`config.mk`:
```
export PLATFORM = sky130hd
export DESIGN_NAME = spi_reg_ctrl_flat
export DESIGN_NICKNAME = d
export VERILOG_FILES = /design/src/rtl/spi_reg_ctrl_pkg.sv /design/src/rtl/spi_reg_ctrl_if.sv /design/src/rtl/spi_reg_bank.sv /design/src/rtl/spi_reg_ctrl.sv /design/src/flat_wrapper.sv
export SDC_FILE = /design/constraint.sdc
export NUM_CORES = 1
export LEC_CHECK = 0
export ABC_CLOCK_PERIOD_IN_PS = 2300
export BUFFER_PORTS_ARGS = -buffer_cell sky130_fd_sc_hd__buf_2
export CORE_UTILIZATION = 35
export DETAILED_ROUTE_END_ITERATION = 8
export PLACE_DENSITY = 0.71
export SLEW_MARGIN = 20
export SYNTH_ARGS = -nofsm -noshare
export SYNTH_HDL_FRONTEND = slang
export SYNTH_SLANG_ARGS = --single-unit
```
`constraint.sdc`:
```
create_clock -name sys_clk -period 2.3 [get_ports sys_clk]
set_input_delay 0.46 -clock sys_clk [delete_from_list [all_inputs] [get_ports sys_clk]]
set_output_delay 0.46 -clock sys_clk [all_outputs]
set_load 0.02 [all_outputs]
```
`src/rtl/spi_reg_ctrl_pkg.sv`:
```
// Shared definitions for the SPI command sequencer and its register bank.
package spi_reg_pkg;

   localparam int unsigned CMD_RD_BIT  = 7;
   localparam int unsigned CMD_INC_BIT = 6;
   localparam int unsigned ADDR_W      = 6;

   localparam logic [ADDR_W-1:0] RO_BASE = 6'h20;
   localparam logic [ADDR_W-1:0] ID_ADDR = 6'h3F;

   typedef enum logic [1:0] {
      ST_IDLE,
      ST_WR_DATA,
      ST_RD_DATA
   } state_t;

   function automatic logic is_rw_addr(input logic [ADDR_W-1:0] addr,
                                       input int unsigned       num_rw);
      return 32'(addr) < num_rw;
   endfunction

endpackage

```
`src/rtl/spi_reg_ctrl_if.sv`:
```
// Byte-level link between the SPI slave shifter and the command sequencer.
interface spi_reg_ctrl_if;

   logic [7:0] rxd_data;
   logic       rxd_flag;
   logic [7:0] txd_data;

   modport master (
      output rxd_data,
      output rxd_flag,
      input  txd_data
   );

   modport slave (
      input  rxd_data,
      input  rxd_flag,
      output txd_data
   );

endinterface

```
`src/rtl/spi_reg_bank.sv`:
```
// Control register array with a single write port and a combinational
// read mux over control, status and ID.
module spi_reg_bank
   import spi_reg_pkg::*;
#(
   parameter int unsigned NUM_RW   = 8,
   parameter int unsigned NUM_RO   = 8,
   parameter logic [7:0]  ID_VALUE = 8'hA5
) (
   input  logic                sys_clk,
   input  logic                rst_n,
   input  logic                wr_en,
   input  logic [ADDR_W-1:0]   wr_addr,
   input  logic [7:0]          wr_data,
   input  logic [ADDR_W-1:0]   rd_addr,
   output logic [7:0]          rd_data,
   input  logic [NUM_RO*8-1:0] status_in,
   output logic [NUM_RW*8-1:0] ctrl_out
);

   always_ff @(posedge sys_clk or negedge rst_n) begin
      if (!rst_n) begin
         ctrl_out <= '0;
      end else if (wr_en) begin
         for (int unsigned i = 0; i < NUM_RW; i++) begin
            if (wr_addr == ADDR_W'(i)) ctrl_out[8*i +: 8] <= wr_data;
         end
      end
   end

   // ID wins over a status byte if NUM_RO=32 makes the RO window reach 0x3F.
   always_comb begin
      rd_data = '0;
      if (rd_addr == ID_ADDR) begin
         rd_data = ID_VALUE;
      end else begin
         for (int unsigned i = 0; i < NUM_RW; i++) begin
            if (rd_addr == ADDR_W'(i)) rd_data = ctrl_out[8*i +: 8];
         end
         for (int unsigned i = 0; i < NUM_RO; i++) begin
            if (rd_addr == RO_BASE + ADDR_W'(i)) rd_data = status_in[8*i +: 8];
         end
      end
   end

endmodule

```
`src/rtl/spi_reg_ctrl.sv`:
```
// Command sequencer behind the byte-level SPI slave: decodes command bytes,
// performs register writes/reads and abandons stalled transactions on timeout.
module spi_reg_ctrl
   import spi_reg_pkg::*;
#(
   parameter int unsigned NUM_RW         = 8,
   parameter int unsigned NUM_RO         = 8,
   parameter int unsigned TIMEOUT_CYCLES = 100000,
   parameter logic [7:0]  ID_VALUE       = 8'hA5
) (
   input  logic                sys_clk,
   input  logic                rst_n,
   spi_reg_ctrl_if.slave       bus,
   input  logic [NUM_RO*8-1:0] status_in,
   output logic [NUM_RW*8-1:0] ctrl_out,
   output logic                wr_strobe,
   output logic [ADDR_W-1:0]   wr_addr,
   output logic                rd_strobe,
   output logic [ADDR_W-1:0]   rd_addr,
   output logic                busy,
   output logic [7:0]          err_count
);

   localparam int unsigned TMR_W = $clog2(TIMEOUT_CYCLES + 1);

   state_t            state;
   logic [ADDR_W-1:0] addr_q;
   logic              inc_q;
   logic [TMR_W-1:0]  timer;
   logic [7:0]        txd_q;

   logic [ADDR_W-1:0] cmd_addr;
   logic [ADDR_W-1:0] addr_next;
   logic [ADDR_W-1:0] rd_sel;
   logic [7:0]        rd_val;
   logic              bank_wr;
   logic              timeout;

   assign cmd_addr  = bus.rxd_data[ADDR_W-1:0];
   assign addr_next = addr_q + ADDR_W'(1);
   // One read port serves both the first read (command address) and burst prefetch.
   assign rd_sel    = (state == ST_IDLE) ? cmd_addr : addr_next;
   assign bank_wr   = (state == ST_WR_DATA) && bus.rxd_flag && is_rw_addr(addr_q, NUM_RW);
   assign timeout   = (state != ST_IDLE) && (timer == TMR_W'(TIMEOUT_CYCLES - 1));

   assign bus.txd_data = txd_q;
   assign busy         = (state != ST_IDLE);

   spi_reg_bank #(
      .NUM_RW   (NUM_RW),
      .NUM_RO   (NUM_RO),
      .ID_VALUE (ID_VALUE)
   ) u_bank (
      .sys_clk   (sys_clk),
      .rst_n     (rst_n),
      .wr_en     (bank_wr),
      .wr_addr   (addr_q),
      .wr_data   (bus.rxd_data),
      .rd_addr   (rd_sel),
      .rd_data   (rd_val),
      .status_in (status_in),
      .ctrl_out  (ctrl_out)
   );

   always_ff @(posedge sys_clk or negedge rst_n) begin
      if (!rst_n) begin
         state     <= ST_IDLE;
         addr_q    <= '0;
         inc_q     <= 1'b0;
         timer     <= '0;
         txd_q     <= '0;
         wr_strobe <= 1'b0;
         wr_addr   <= '0;
         rd_strobe <= 1'b0;
         rd_addr   <= '0;
         err_count <= '0;
      end else begin
         wr_strobe <= 1'b0;
         rd_strobe <= 1'b0;

         if (bus.rxd_flag || state == ST_IDLE) timer <= '0;
         else                                  timer <= timer + TMR_W'(1);

         if (bus.rxd_flag) begin
            case (state)
               ST_IDLE: begin
                  addr_q <= cmd_addr;
                  inc_q  <= bus.rxd_data[CMD_INC_BIT];
                  if (bus.rxd_data[CMD_RD_BIT]) begin
                     txd_q <= rd_val;
                     state <= ST_RD_DATA;
                  end else begin
                     state <= ST_WR_DATA;
                  end
               end
               ST_WR_DATA: begin
                  if (bank_wr) begin
                     wr_strobe <= 1'b1;
                     wr_addr   <= addr_q;
                  end else if (err_count != 8'hFF) begin
                     err_count <= err_count + 8'd1;
                  end
                  if (inc_q) addr_q <= addr_next;
                  else       state  <= ST_IDLE;
               end
               ST_RD_DATA: begin
                  rd_strobe <= 1'b1;
                  rd_addr   <= addr_q;
                  if (inc_q) begin
                     addr_q <= addr_next;
                     txd_q  <= rd_val;
                  end else begin
                     txd_q <= '0;
                     state <= ST_IDLE;
                  end
               end
               default: state <= ST_IDLE;
            endcase
         end else if (timeout) begin
            // A burst has no length field, so its timeout is the normal end.
            state <= ST_IDLE;
            txd_q <= '0;
            timer <= '0;
            if (!inc_q && err_count != 8'hFF) err_count <= err_count + 8'd1;
         end
      end
   end

endmodule

```
`src/flat_wrapper.sv`:
```
// flat-port wrapper written by rule: the top's interface ports become plain ports
module spi_reg_ctrl_flat import spi_reg_pkg::*;
#(
   parameter int unsigned NUM_RW         = 8,
   parameter int unsigned NUM_RO         = 8,
   parameter int unsigned TIMEOUT_CYCLES = 100000,
   parameter logic [7:0]  ID_VALUE       = 8'hA5
)
  (sys_clk, rst_n, status_in, ctrl_out, wr_strobe, wr_addr, rd_strobe, rd_addr, busy, err_count, bus_rxd_data, bus_rxd_flag, bus_txd_data);
  spi_reg_ctrl_if bus_i ();
  input  logic sys_clk;
  input  logic rst_n;
  input  logic [NUM_RO*8-1:0] status_in;
  output logic [NUM_RW*8-1:0] ctrl_out;
  output logic wr_strobe;
  output logic [ADDR_W-1:0] wr_addr;
  output logic rd_strobe;
  output logic [ADDR_W-1:0] rd_addr;
  output logic busy;
  output logic [7:0] err_count;
  input wire logic [$bits(bus_i.rxd_data)-1:0] bus_rxd_data;
  input wire logic [$bits(bus_i.rxd_flag)-1:0] bus_rxd_flag;
  output wire logic [$bits(bus_i.txd_data)-1:0] bus_txd_data;
  assign bus_i.rxd_data = bus_rxd_data;
  assign bus_i.rxd_flag = bus_rxd_flag;
  assign bus_txd_data = bus_i.txd_data;
  spi_reg_ctrl #(.NUM_RW(NUM_RW), .NUM_RO(NUM_RO), .TIMEOUT_CYCLES(TIMEOUT_CYCLES), .ID_VALUE(ID_VALUE)) u_core (.sys_clk(sys_clk), .rst_n(rst_n), .bus(bus_i), .status_in(status_in), .ctrl_out(ctrl_out), .wr_strobe(wr_strobe), .wr_addr(wr_addr), .rd_strobe(rd_strobe), .rd_addr(rd_addr), .busy(busy), .err_count(err_count));
endmodule
```
==> results of run 1 <==
flip-flops by register name (all words and copies together), names as in the netlist:
register	count
u_core.err_count	8
u_core.bus.txd_data	8
u_core.u_bank.ctrl_out	64
u_core.addr_q	6
u_core.wr_strobe	1
u_core.timer	17
u_core.state	2
u_core.rd_addr	6
u_core.wr_addr	6
u_core.inc_q	1
u_core.rd_strobe	1
placed cells by master (no fill, tap or decap), types with 7 or more instances in the layout:
| cell | n |
|---|---|
| dfrtp_1 | 117 |
| mux2_2 | 71 |
| buf_2 | 168 |
| nand4_1 | 8 |
| buf_6 | 15 |
| clkbuf_16 | 18 |
| nor2_1 | 34 |
| buf_4 | 85 |
| o21ai_0 | 23 |
| xor2_1 | 12 |
| and2_1 | 7 |
| nor3_1 | 9 |
| inv_1 | 9 |
| a21oi_1 | 20 |
| xnor2_1 | 7 |
| nand3_1 | 18 |
| mux4_2 | 16 |
| nand2_1 | 56 |
layer usage:
metal  routed length [microns]  up-vias  global-route usage
met5                         0        -                   0
met1                      9340     2974               0.317
met3                      1550       46              0.0567
li1                          -     2685                   -
met2                     10200      305               0.350
met4                       565        0              0.0873
how the worst max path moves through the flow:
stage	slack (ps)	endpoint	startpoint	cells past startpoint
2_1_floorplan	5	u_core.bus.txd_data[0]$_DFFE_PN0P_	u_core.addr_q[0]$_DFFE_PN0P_	11
3_3_place_gp	-60	u_core.bus.txd_data[0]$_DFFE_PN0P_	u_core.state[0]$_DFFE_PN0P_	10
3_5_place_dp	-270	u_core.bus.txd_data[2]$_DFFE_PN0P_	u_core.state[0]$_DFFE_PN0P_	11
4_1_cts	-7	u_core.bus.txd_data[7]$_DFFE_PN0P_	u_core.state[0]$_DFFE_PN0P_	10
5_1_grt	-190	u_core.bus.txd_data[2]$_DFFE_PN0P_	u_core.state[0]$_DFFE_PN0P_	11
6_report	-130	u_core.bus.txd_data[5]$_DFFE_PN0P_	u_core.state[0]$_DFFE_PN0P_	9
power groups by stage:
stage	registers (W)	clock network (W)	logic, W
finish	0.00302	0.00267	0.00668
global route	0.00308	0.00281	0.00711
CTS	0.00300	0.00270	0.00593
detailed placement	0.00303	0	0.00531
global placement	0.00302	0	0.00523
floorplan	0.00332	0	0.00291
per-stage QoR:
step / setup slack (ps) / std cells / hold WS, ps / instance area (sq um) / power (W)
floorplan: 5.02 / 589 / 164 / 6470 / 0.00624
detailed placement: -266 / 1027 / 381 / 8060 / 0.00834
global placement: -59.0 / 1027 / 383 / 8060 / 0.00825
finish: -127 / 1088 / 315 / 9220 / 0.0124
CTS: -6.52 / 1077 / 290 / 8900 / 0.0116
global route: -187 / 1088 / 342 / 9220 / 0.0130
synthesized netlist by cell type, types with 9 or more instances:
cell / instances
nand3_1: 20
a21oi_1: 24
clkbuf_1: 18
nor2_1: 39
nand2_1: 58
ha_1: 9
mux4_2: 16
dfrtp_1: 120
mux2_2: 72
inv_1: 12
buf_2: 14
o21ai_0: 26
xor2_1: 13
nor3_1: 13
kinds of logic after synthesis:
group,after synthesis
xor+xnor,21
fa+ha+maj,9
simple gates,177
mux,98
buf+inv,50
compound gates,114
flops,120
timing repair:
action / in CTS / in global routing
gates cloned: 3 / 1
hold buffers: 1 / 0
setup endpoints to repair: 9 / 11
buffers inserted: 15 / 15
resized for setup: 24 / 61
endpoints found under the hold margin: 17 / 0
pin swaps: 2 / 37
area by class of cell:
type | count | area (sq um)
inverter | 13 | 48.8
tap | 229 | 287
fill | 1571 | 8740
clock buffer | 21 | 470
timing repair buffer | 275 | 1780
sequential | 120 | 3010
multi-input combinational | 420 | 3510
clock inverter | 10 | 121
critical path, cell delays in order (launching register included):
cell	delay, ps
dfrtp_1	390
inv_2	90
ha_4	210
buf_6	120
a21o_1	210
buf_6	170
mux4_2	510
a211oi_2	210
a31oi_1	90
a221o_1	320
==> impl_metrics.py, run 1 <==
metrics = {
    "run_status": {
        "status": "finished, violations left",
        "violations": "setup timing",
    },
    "die": {
        "pin_count": 170,
        "coreArea_sq_mm": 0.0180,
        "dieArea_sq_mm": 0.0189,
        "rows": 49,
        "fp.dieH_microns": 137,
        "floorplan.initialDensity": 0.357,
        "die_x_microns": 137,
    },
    "clocking": {
        "clk_pin_slew_ps": 50,
        "clock-root-buffer": "clkbuf_16",
        "numCtsBuffers": 17,
        "cts_tree": "yes",
        "clock_latency_ps": 420,
        "cts_max_level": 4,
        "clock_sinks": 120,
        "clockBufferDepth": 2,
    },
    "job": {
        "max-cap-violations": 0,
    },
    "setup_path": {
        "r2r_start": "u_core.state[0]$_DFFE_PN0P_",
        "start_kind": "register",
        "crit_path_max_fanout": 6,
        "cp.required_ps": 2600,
        "timing.rr.end": "u_core.bus.txd_data[5]$_DFFE_PN0P_",
        "cp.arrival_ps": 2720,
        "worstSetupPathType": "register to register",
        "crit_path_end_kind": "register",
        "r2r_cells": 9,
        "r2r_slack_ps": -130,
    },
    "sta": {
        "period_minus_slack_ps": 2430,
        "setup_violations": 7,
        "rsz0062_at_grt": "true",
        "max_slew_margin": 0.639,
        "worstMarginPinSlew_ps": 541,
        "setup_slack_ps": -127,
        "fin_tns_setup_ps": -365,
        "hold_viol": 0,
        "final_max_slew_viol_count": 0,
        "fin_crit_sh": 1.06,
        "finClkSkew_ps": 7.69,
        "max_freq_mhz": 412,
    },
    "layout": {
        "n_antenna_cell": 0,
        "drive_above_1_share": 0.529,
        "fin_nets": 931,
        "fin_util": 0.513,
        "area_delta_synth_final_pct": 43.7,
    },
    "pwr": {
        "switching_share": 0.404,
        "p_leak_nw": 4.55,
        "p_int_w": 0.00737,
        "combPwrFrac": 0.540,
        "switching_power_w": 0.00499,
        "p_seq_frac": 0.244,
        "pwr_density_cell_mw_per_mm2": 1340,
        "pwr-share-clk": 0.216,
        "ir_drop_v": 0.000706,
    },
    "synth": {
        "yosysSeqAreaShare": 0.468,
        "synth_cells": 589,
        "yosys-mux-area-fraction": 0.199,
        "synth_simple_gate_area_frac": 0.133,
        "synthesis.area_sq_mm": 0.00641,
        "yosysTopAreaCell": "dfrtp_1",
        "synth-compound-area-share": 0.119,
        "ys_top_cells_by_area": "dfrtp_1, mux2_2, mux4_2, nand2_1, nor2_1",
        "syn_nets": 673,
        "postSynthAreaPerCell_sq_um": 10.9,
        "synth-main-ff-cell": "dfrtp_1",
        "synth-seq-cells": 120,
        "async_flop_share": 1.00,
        "synth_xor_xnor_area_share": 0.0287,
        "synth_cell_type_count": 62,
        "synth_top_area_frac": 0.468,
        "synth-edff-count": 0,
        "synth_top_family_by_area": "multiplexers",
        "synth_warnings": 0,
        "yosys.area_share.adder": 0.0176,
    },
    "worst_hold_path": {
        "hp-class": "primary input to register",
        "hold_start": "status_in[59]",
        "whs_endpoint": "u_core.bus.txd_data[3]$_DFFE_PN0P_",
        "holdPathStages": 3,
    },
    "detailed_routing": {
        "viasPerCell": 5.52,
        "drt_pass1_iterations": 7,
        "vias": 6010,
        "ant_nets": 0,
        "post-route-drc-count": 0,
        "avgRoutedWirePerCell_microns": 19.9,
        "drt_iter0_drc": 458,
        "drt_wl_total_microns": 21700,
    },
    "placement": {
        "numPortBuffers": 169,
        "place.gp.congestion": 0.932,
        "dp.final_hpwl_microns": 15200,
    },
    "grt": {
        "antenna_found_initial": 0,
        "track_usage": 0.231,
        "grt_pass1_wl_microns": 32100,
        "grt_max_degree": 50,
        "grt_pass1_vias": 5656,
        "globalRouteOverflowTotal": 0,
    },
}
(Power assumes the default switching activity.)
==> run 2, diff against run 1 <==
--- a/config.mk
+++ b/config.mk
@@ -10,6 +10,7 @@
 export CORE_UTILIZATION = 35
 export DETAILED_ROUTE_END_ITERATION = 8
 export PLACE_DENSITY = 0.71
+export REMOVE_ABC_BUFFERS = 1
 export SLEW_MARGIN = 20
 export SYNTH_ARGS = -nofsm -noshare
 export SYNTH_HDL_FRONTEND = slang
==> impl_metrics.py, run 2 (synthesis results as in run 1) <==
metrics = {
    "die": {
        "die_x_microns": 137,
        "dieArea_sq_mm": 0.0189,
        "floorplan.initialDensity": 0.357,
        "pin_count": 170,
        "fp.dieH_microns": 137,
        "rows": 49,
        "coreArea_sq_mm": 0.0180,
    },
    "layout": {
        "layout_commonest_cell": "buf_2",
        "fin_nets": 940,
        "largest_register_ffs": 64,
        "fillers": 1564,
        "regArea_sq_mm": 0.00300,
        "reg_top3": "u_core.u_bank.ctrl_out: 64 flops, u_core.timer: 17 flops",
        "drive_above_1_share": 0.528,
        "multiInputGateArea_sq_mm": 0.00356,
        "final_cell_mix": "buf_2, dfrtp_1, buf_4",
        "n_antenna_cell": 0,
        "top_register": "u_core.u_bank.ctrl_out",
        "area_delta_synth_final_pct": 44.0,
    },
    "detailed_routing": {
        "post-route-drc-count": 2,
        "wl_met3_microns": 1710,
        "drt_iter0_drc": 563,
        "wl_met2_microns": 9680,
        "viasPerCell": 5.52,
        "avgRoutedWirePerCell_microns": 19.4,
        "drt_pass1_iterations": 9,
        "vias": 6048,
        "dr.max_layer_used": "met4",
        "met1Wirelength_microns": 9180,
        "ant_nets": 0,
        "drt_wl_total_microns": 21200,
    },
    "sta": {
        "period_minus_slack_ps": 2340,
        "max_freq_mhz": 427,
        "holdWs_ps": 121,
        "finClkSkew_ps": 8.64,
        "final_max_slew_viol_count": 0,
        "setup_violations": 5,
        "rsz0062_at_grt": "true",
        "worstMarginPinSlew_ps": 708,
        "fin_tns_setup_ps": -109,
        "hold_viol": 0,
        "max_slew_margin": 0.528,
        "setup_slack_ps": -39.4,
        "fin_crit_sh": 1.02,
    },
    "grt": {
        "grt_pass1_vias": 5682,
        "antenna_found_initial": 0,
        "grt_max_degree": 121,
        "grt_pass1_wl_microns": 31300,
        "track_usage": 0.224,
        "globalRouteOverflowTotal": 0,
    },
    "setup_path": {
        "cp.arrival_ps": 2630,
        "crit_path_max_fanout": 7,
        "r2r_start": "u_core.state[1]$_DFFE_PN0P_",
        "crit_path_end_kind": "register",
        "start_kind": "register",
        "worstSetupPathType": "register to register",
        "timing.rr.end": "u_core.bus.txd_data[1]$_DFFE_PN0P_",
        "cp.required_ps": 2590,
        "r2r_slack_ps": -40,
        "r2r_cells": 11,
    },
    "pwr": {
        "pwr_density_cell_mw_per_mm2": 1320,
        "p_leak_nw": 4.57,
        "ir_drop_v": 0.000674,
    },
    "worst_hold_path": {
        "hp-class": "primary input to async pin",
    },
    "run_status": {
        "violations": "DRC, setup timing",
        "status": "finished, violations left",
    },
    "placement": {
        "dp.final_hpwl_microns": 15000,
        "place.gp.congestion": 0.918,
        "pre_cts_ws_ps": -283,
        "numPortBuffers": 169,
    },
    "clocking": {
        "clk_pin_slew_ps": 60,
        "cts_max_level": 4,
        "clock-root-buffer": "clkbuf_16",
        "clockBufferDepth": 2,
        "cts_tree": "yes",
        "clock_latency_ps": 420,
        "numCtsBuffers": 17,
        "clock_sinks": 120,
        "ctsHoldBuffers": 0,
    },
    "job": {
        "max-cap-violations": 0,
    },
}
run 2: changes by cell type in the layout (fill, tap and decap cells not counted), moves of 3 or more:
cell,before,now
buf_6,15,11
nand2_1,56,53
dfrtp_2,3,0
mux2i_2,3,0
o21ai_1,4,8
clkinv_4,3,0
dfrtp_1,117,120
buf_4,85,102
run 2: critical path, cell delays in order (launching register included):
cell	delay, ps
dfrtp_1	390
inv_2	80
ha_4	190
nor2_2	60
buf_4	130
a21oi_4	180
buf_6	140
mux4_2	520
mux2i_4	190
a211oi_2	110
o21ai_1	120
a21oi_1	90
run 2: stage by stage:
stage	power [W]	instances	cell area, sq um	utilization
after CTS	0.0113	1083	8810	0.491
after floorplan	0.00590	552	6230	-
after global placement	0.00836	1048	8130	0.453
after detailed placement	0.00844	1048	8130	0.453
after global routing	0.0129	1096	9230	0.514
final	0.0122	1096	9230	0.514
run 2: worst max-delay path by stage:
stage | slack (ps) | end | cells past startpoint | startpoint
after CTS | -10 | u_core.bus.txd_data[1]$_DFFE_PN0P_ | 11 | u_core.state[1]$_DFFE_PN0P_
after global placement | -210 | u_core.bus.txd_data[2]$_DFFE_PN0P_ | 10 | u_core.addr_q[0]$_DFFE_PN0P_
after detailed placement | -280 | u_core.bus.txd_data[0]$_DFFE_PN0P_ | 11 | u_core.state[0]$_DFFE_PN0P_
final | -40 | u_core.bus.txd_data[1]$_DFFE_PN0P_ | 11 | u_core.state[1]$_DFFE_PN0P_
after global routing | -200 | u_core.bus.txd_data[1]$_DFFE_PN0P_ | 12 | u_core.state[1]$_DFFE_PN0P_
after floorplan | -1220 | u_core.bus.txd_data[7]$_DFFE_PN0P_ | 8 | u_core.state[0]$_DFFE_PN0P_
run 2: area by class of cell:
cell class | count | share of cell area
clock buffer | 22 | 0.0503
inverter | 13 | 0.00556
sequential | 120 | 0.325
clock inverter | 8 | 0.00813
multi-input combinational | 420 | 0.385
timing repair buffer | 284 | 0.194
tap | 229 | 0.0310
run 2: timing repair:
action                                  CTS  global route
gates resized for setup                  28            75
pin swaps                                 4            26
endpoints found under the setup margin   12            51
setup buffers                             3            14
gates cloned                              2             0
run 2: per-layer routing:
| layer | GRT usage | vias up |
|---|---|---|
| li1 | - | 2709 |
| met1 | 0.312 | 2972 |
| met2 | 0.328 | 317 |
| met3 | 0.0585 | 50 |
| met4 | 0.0928 | 0 |
| met5 | 0 | - |
run 2: power breakdown:
| group | leakage [nW] | internal (W) | switching (W) |
|---|---|---|---|
| Combinational | 2.68 | 0.00319 | 0.00358 |
| Clock | 0.254 | 0.00152 | 0.000947 |
| Sequential | 1.63 | 0.00256 | 0.000430 |
==> run 3, diff against run 2 <==
--- a/config.mk
+++ b/config.mk
@@ -6,9 +6,10 @@
 export NUM_CORES = 1
 export LEC_CHECK = 0
 export ABC_CLOCK_PERIOD_IN_PS = 2300
-export BUFFER_PORTS_ARGS = -buffer_cell sky130_fd_sc_hd__buf_2
+export BUFFER_PORTS_ARGS = -buffer_cell sky130_fd_sc_hd__buf_4
 export CORE_UTILIZATION = 35
 export DETAILED_ROUTE_END_ITERATION = 8
+export GPL_TIMING_DRIVEN = 0
 export PLACE_DENSITY = 0.71
 export REMOVE_ABC_BUFFERS = 1
 export SLEW_MARGIN = 20
==> impl_metrics.py, run 3 (synthesis results as in run 1) <==
metrics = {
    "layout": {
        "final_cell_mix": "buf_4, dfrtp_1, mux2_2",
        "top_register": "u_core.u_bank.ctrl_out",
        "fin_nets": 898,
        "multiInputGateArea_sq_mm": 0.00377,
        "n_antenna_cell": 0,
        "regArea_sq_mm": 0.00301,
        "fin_area_sq_mm": 0.00970,
        "fillers": 1500,
        "largest_register_ffs": 64,
        "area_delta_synth_final_pct": 51.3,
        "drive_above_1_share": 0.534,
        "layout_commonest_cell": "buf_4",
        "reg_top3": "u_core.u_bank.ctrl_out: 64 flops, u_core.timer: 17 flops",
    },
    "detailed_routing": {
        "vias": 6068,
        "met1Wirelength_microns": 9240,
        "drt_iter0_drc": 518,
        "viasPerCell": 5.75,
        "drt_pass1_iterations": 9,
        "avgRoutedWirePerCell_microns": 21.5,
        "post-route-drc-count": 2,
        "wl_met3_microns": 1990,
        "drt_wl_total_microns": 22700,
        "dr.max_layer_used": "met4",
        "ant_nets": 0,
        "wl_met2_microns": 10700,
    },
    "setup_path": {
        "start_kind": "register",
        "cp.required_ps": 2600,
        "crit_path_max_fanout": 6,
        "worstSetupPathType": "register to register",
        "cp.arrival_ps": 2830,
        "r2r_start": "u_core.addr_q[0]$_DFFE_PN0P_",
        "crit_path_end_kind": "register",
        "crit_start": "u_core.addr_q[0]$_DFFE_PN0P_",
    },
    "die": {
        "rows": 49,
        "coreArea_sq_mm": 0.0180,
        "pin_count": 170,
        "die_x_microns": 137,
        "fp.dieH_microns": 137,
        "floorplan.initialDensity": 0.357,
        "dieArea_sq_mm": 0.0189,
    },
    "placement": {
        "numPortBuffers": 169,
        "placed_cell_area_sq_mm": 0.00791,
        "dp.final_hpwl_microns": 13700,
        "pre_cts_ws_ps": -1400,
        "place.gp.congestion": 0.829,
    },
    "sta": {
        "rsz0062_at_grt": "true",
        "setup_violations": 8,
        "setup_slack_ps": -232,
        "holdWs_ps": 52.4,
        "max_freq_mhz": 395,
        "finClkSkew_ps": 14.6,
        "period_minus_slack_ps": 2530,
        "worstMarginPinSlew_ps": 710,
        "max_slew_margin": 0.527,
        "fin_crit_sh": 1.10,
        "final_max_slew_viol_count": 0,
        "hold_viol": 0,
    },
    "clocking": {
        "clock_sinks": 120,
        "clock_latency_ps": 430,
        "clock-root-buffer": "clkbuf_16",
        "numCtsBuffers": 17,
        "clk_pin_slew_ps": 60,
        "cts_tree": "yes",
        "cts_max_level": 4,
        "clockBufferDepth": 2,
    },
    "run_status": {
        "violations": "DRC, setup timing",
        "status": "finished, violations left",
    },
    "worst_hold_path": {
        "hp-class": "primary input to async pin",
    },
    "pwr": {
        "pwr_density_cell_mw_per_mm2": 1370,
        "ir_drop_v": 0.000720,
        "p_leak_nw": 4.54,
    },
    "grt": {
        "globalRouteOverflowTotal": 0,
        "antenna_found_initial": 0,
        "track_usage": 0.238,
        "grt_pass1_vias": 5823,
        "grt_pass1_wl_microns": 33000,
        "grt_max_degree": 73,
    },
    "job": {
        "max-cap-violations": 0,
    },
}
## run 3: cell types whose count changed in the layout (fill, tap and decap cells not counted), sizes merged
cell / previous run / this run
clkinvlp: 4 / 2
inv: 13 / 15
buf: 284 / 235
o21a: 4 / 5
bufinv: 1 / 3
mux2: 75 / 76
clkinv: 3 / 6
a21o: 3 / 4
and4b: 1 / 2
clkbuf: 22 / 20
bufbuf: 0 / 1
## run 3: repair_timing
| item | in CTS | in global routing |
|---|---|---|
| pin swaps | 23 | 28 |
| gates resized for setup | 85 | 42 |
| hold buffers | 0 | 0 |
| endpoints found under the hold margin | 0 | 0 |
| gates cloned | 7 | 1 |
| endpoints found under the setup margin | 55 | 61 |
| setup buffers | 50 | 13 |
## run 3: path summary, 6_finish.rpt
| path | cells after the start | end | slack (ps) |
|---|---|---|---|
| max | 9 | u_core.bus.txd_data[0]$_DFFE_PN0P_ | -230 |
| min | 1 | u_core.bus.txd_data[1]$_DFFE_PN0P_ | 50 |
| max reg2reg | 9 | u_core.bus.txd_data[0]$_DFFE_PN0P_ | -230 |
| min reg2reg | 1 | u_core.wr_addr[3]$_DFFE_PN0P_ | 490 |
| max in group asynchronous | 2 | u_core.addr_q[0]$_DFFE_PN0P_ | 1540 |
| min in group sys_clk | 3 | u_core.bus.txd_data[3]$_DFFE_PN0P_ | 300 |
## run 3: report_power, final
group | switching [W] | leakage (nW) | internal [W] | total [W]
logic | 0.00401 | 2.62 | 0.00351 | 0.00752
clock network | 0.00102 | 0.297 | 0.00174 | 0.00276
registers | 0.000486 | 1.63 | 0.00256 | 0.00305
total | 0.00552 | 4.54 | 0.00781 | 0.0133
## run 3: layout make-up
class | instances | area share
multi-input cells | 424 | 0.389
inverters | 13 | 0.00645
clock inverters | 13 | 0.0174
flip-flops and latches | 120 | 0.310
well taps | 229 | 0.0295
clock buffers | 18 | 0.0453
repair buffers | 238 | 0.203
## run 3: metrics by stage
step | utilization | instances | power [W] | TNS (ps)
after floorplan | - | 552 | 0.00590 | -8630
after global placement | 0.434 | 950 | 0.00755 | -26480
after detailed placement | 0.440 | 953 | 0.00785 | -19460
after CTS | 0.523 | 1041 | 0.0126 | -894
after global routing | 0.540 | 1055 | 0.0138 | -1860
final | 0.540 | 1055 | 0.0133 | -797
## run 3: routing by layer
layer  vias to the layer above  track usage
met1                      3058        0.316
met4                         0        0.106
met5                         -            0
met3                        60       0.0482
li1                       2637            -
met2                       313        0.375
## run 3: critical path, stage by stage (launching register included)
cell and delay [ps]:
dfrtp_2 440, clkinvlp_4 140, ha_4 240, mux2i_4 310
buf_4 180, nor2_2 60, a222oi_1 600, a2111oi_4 200
nor3_2 170, o21ai_1 80
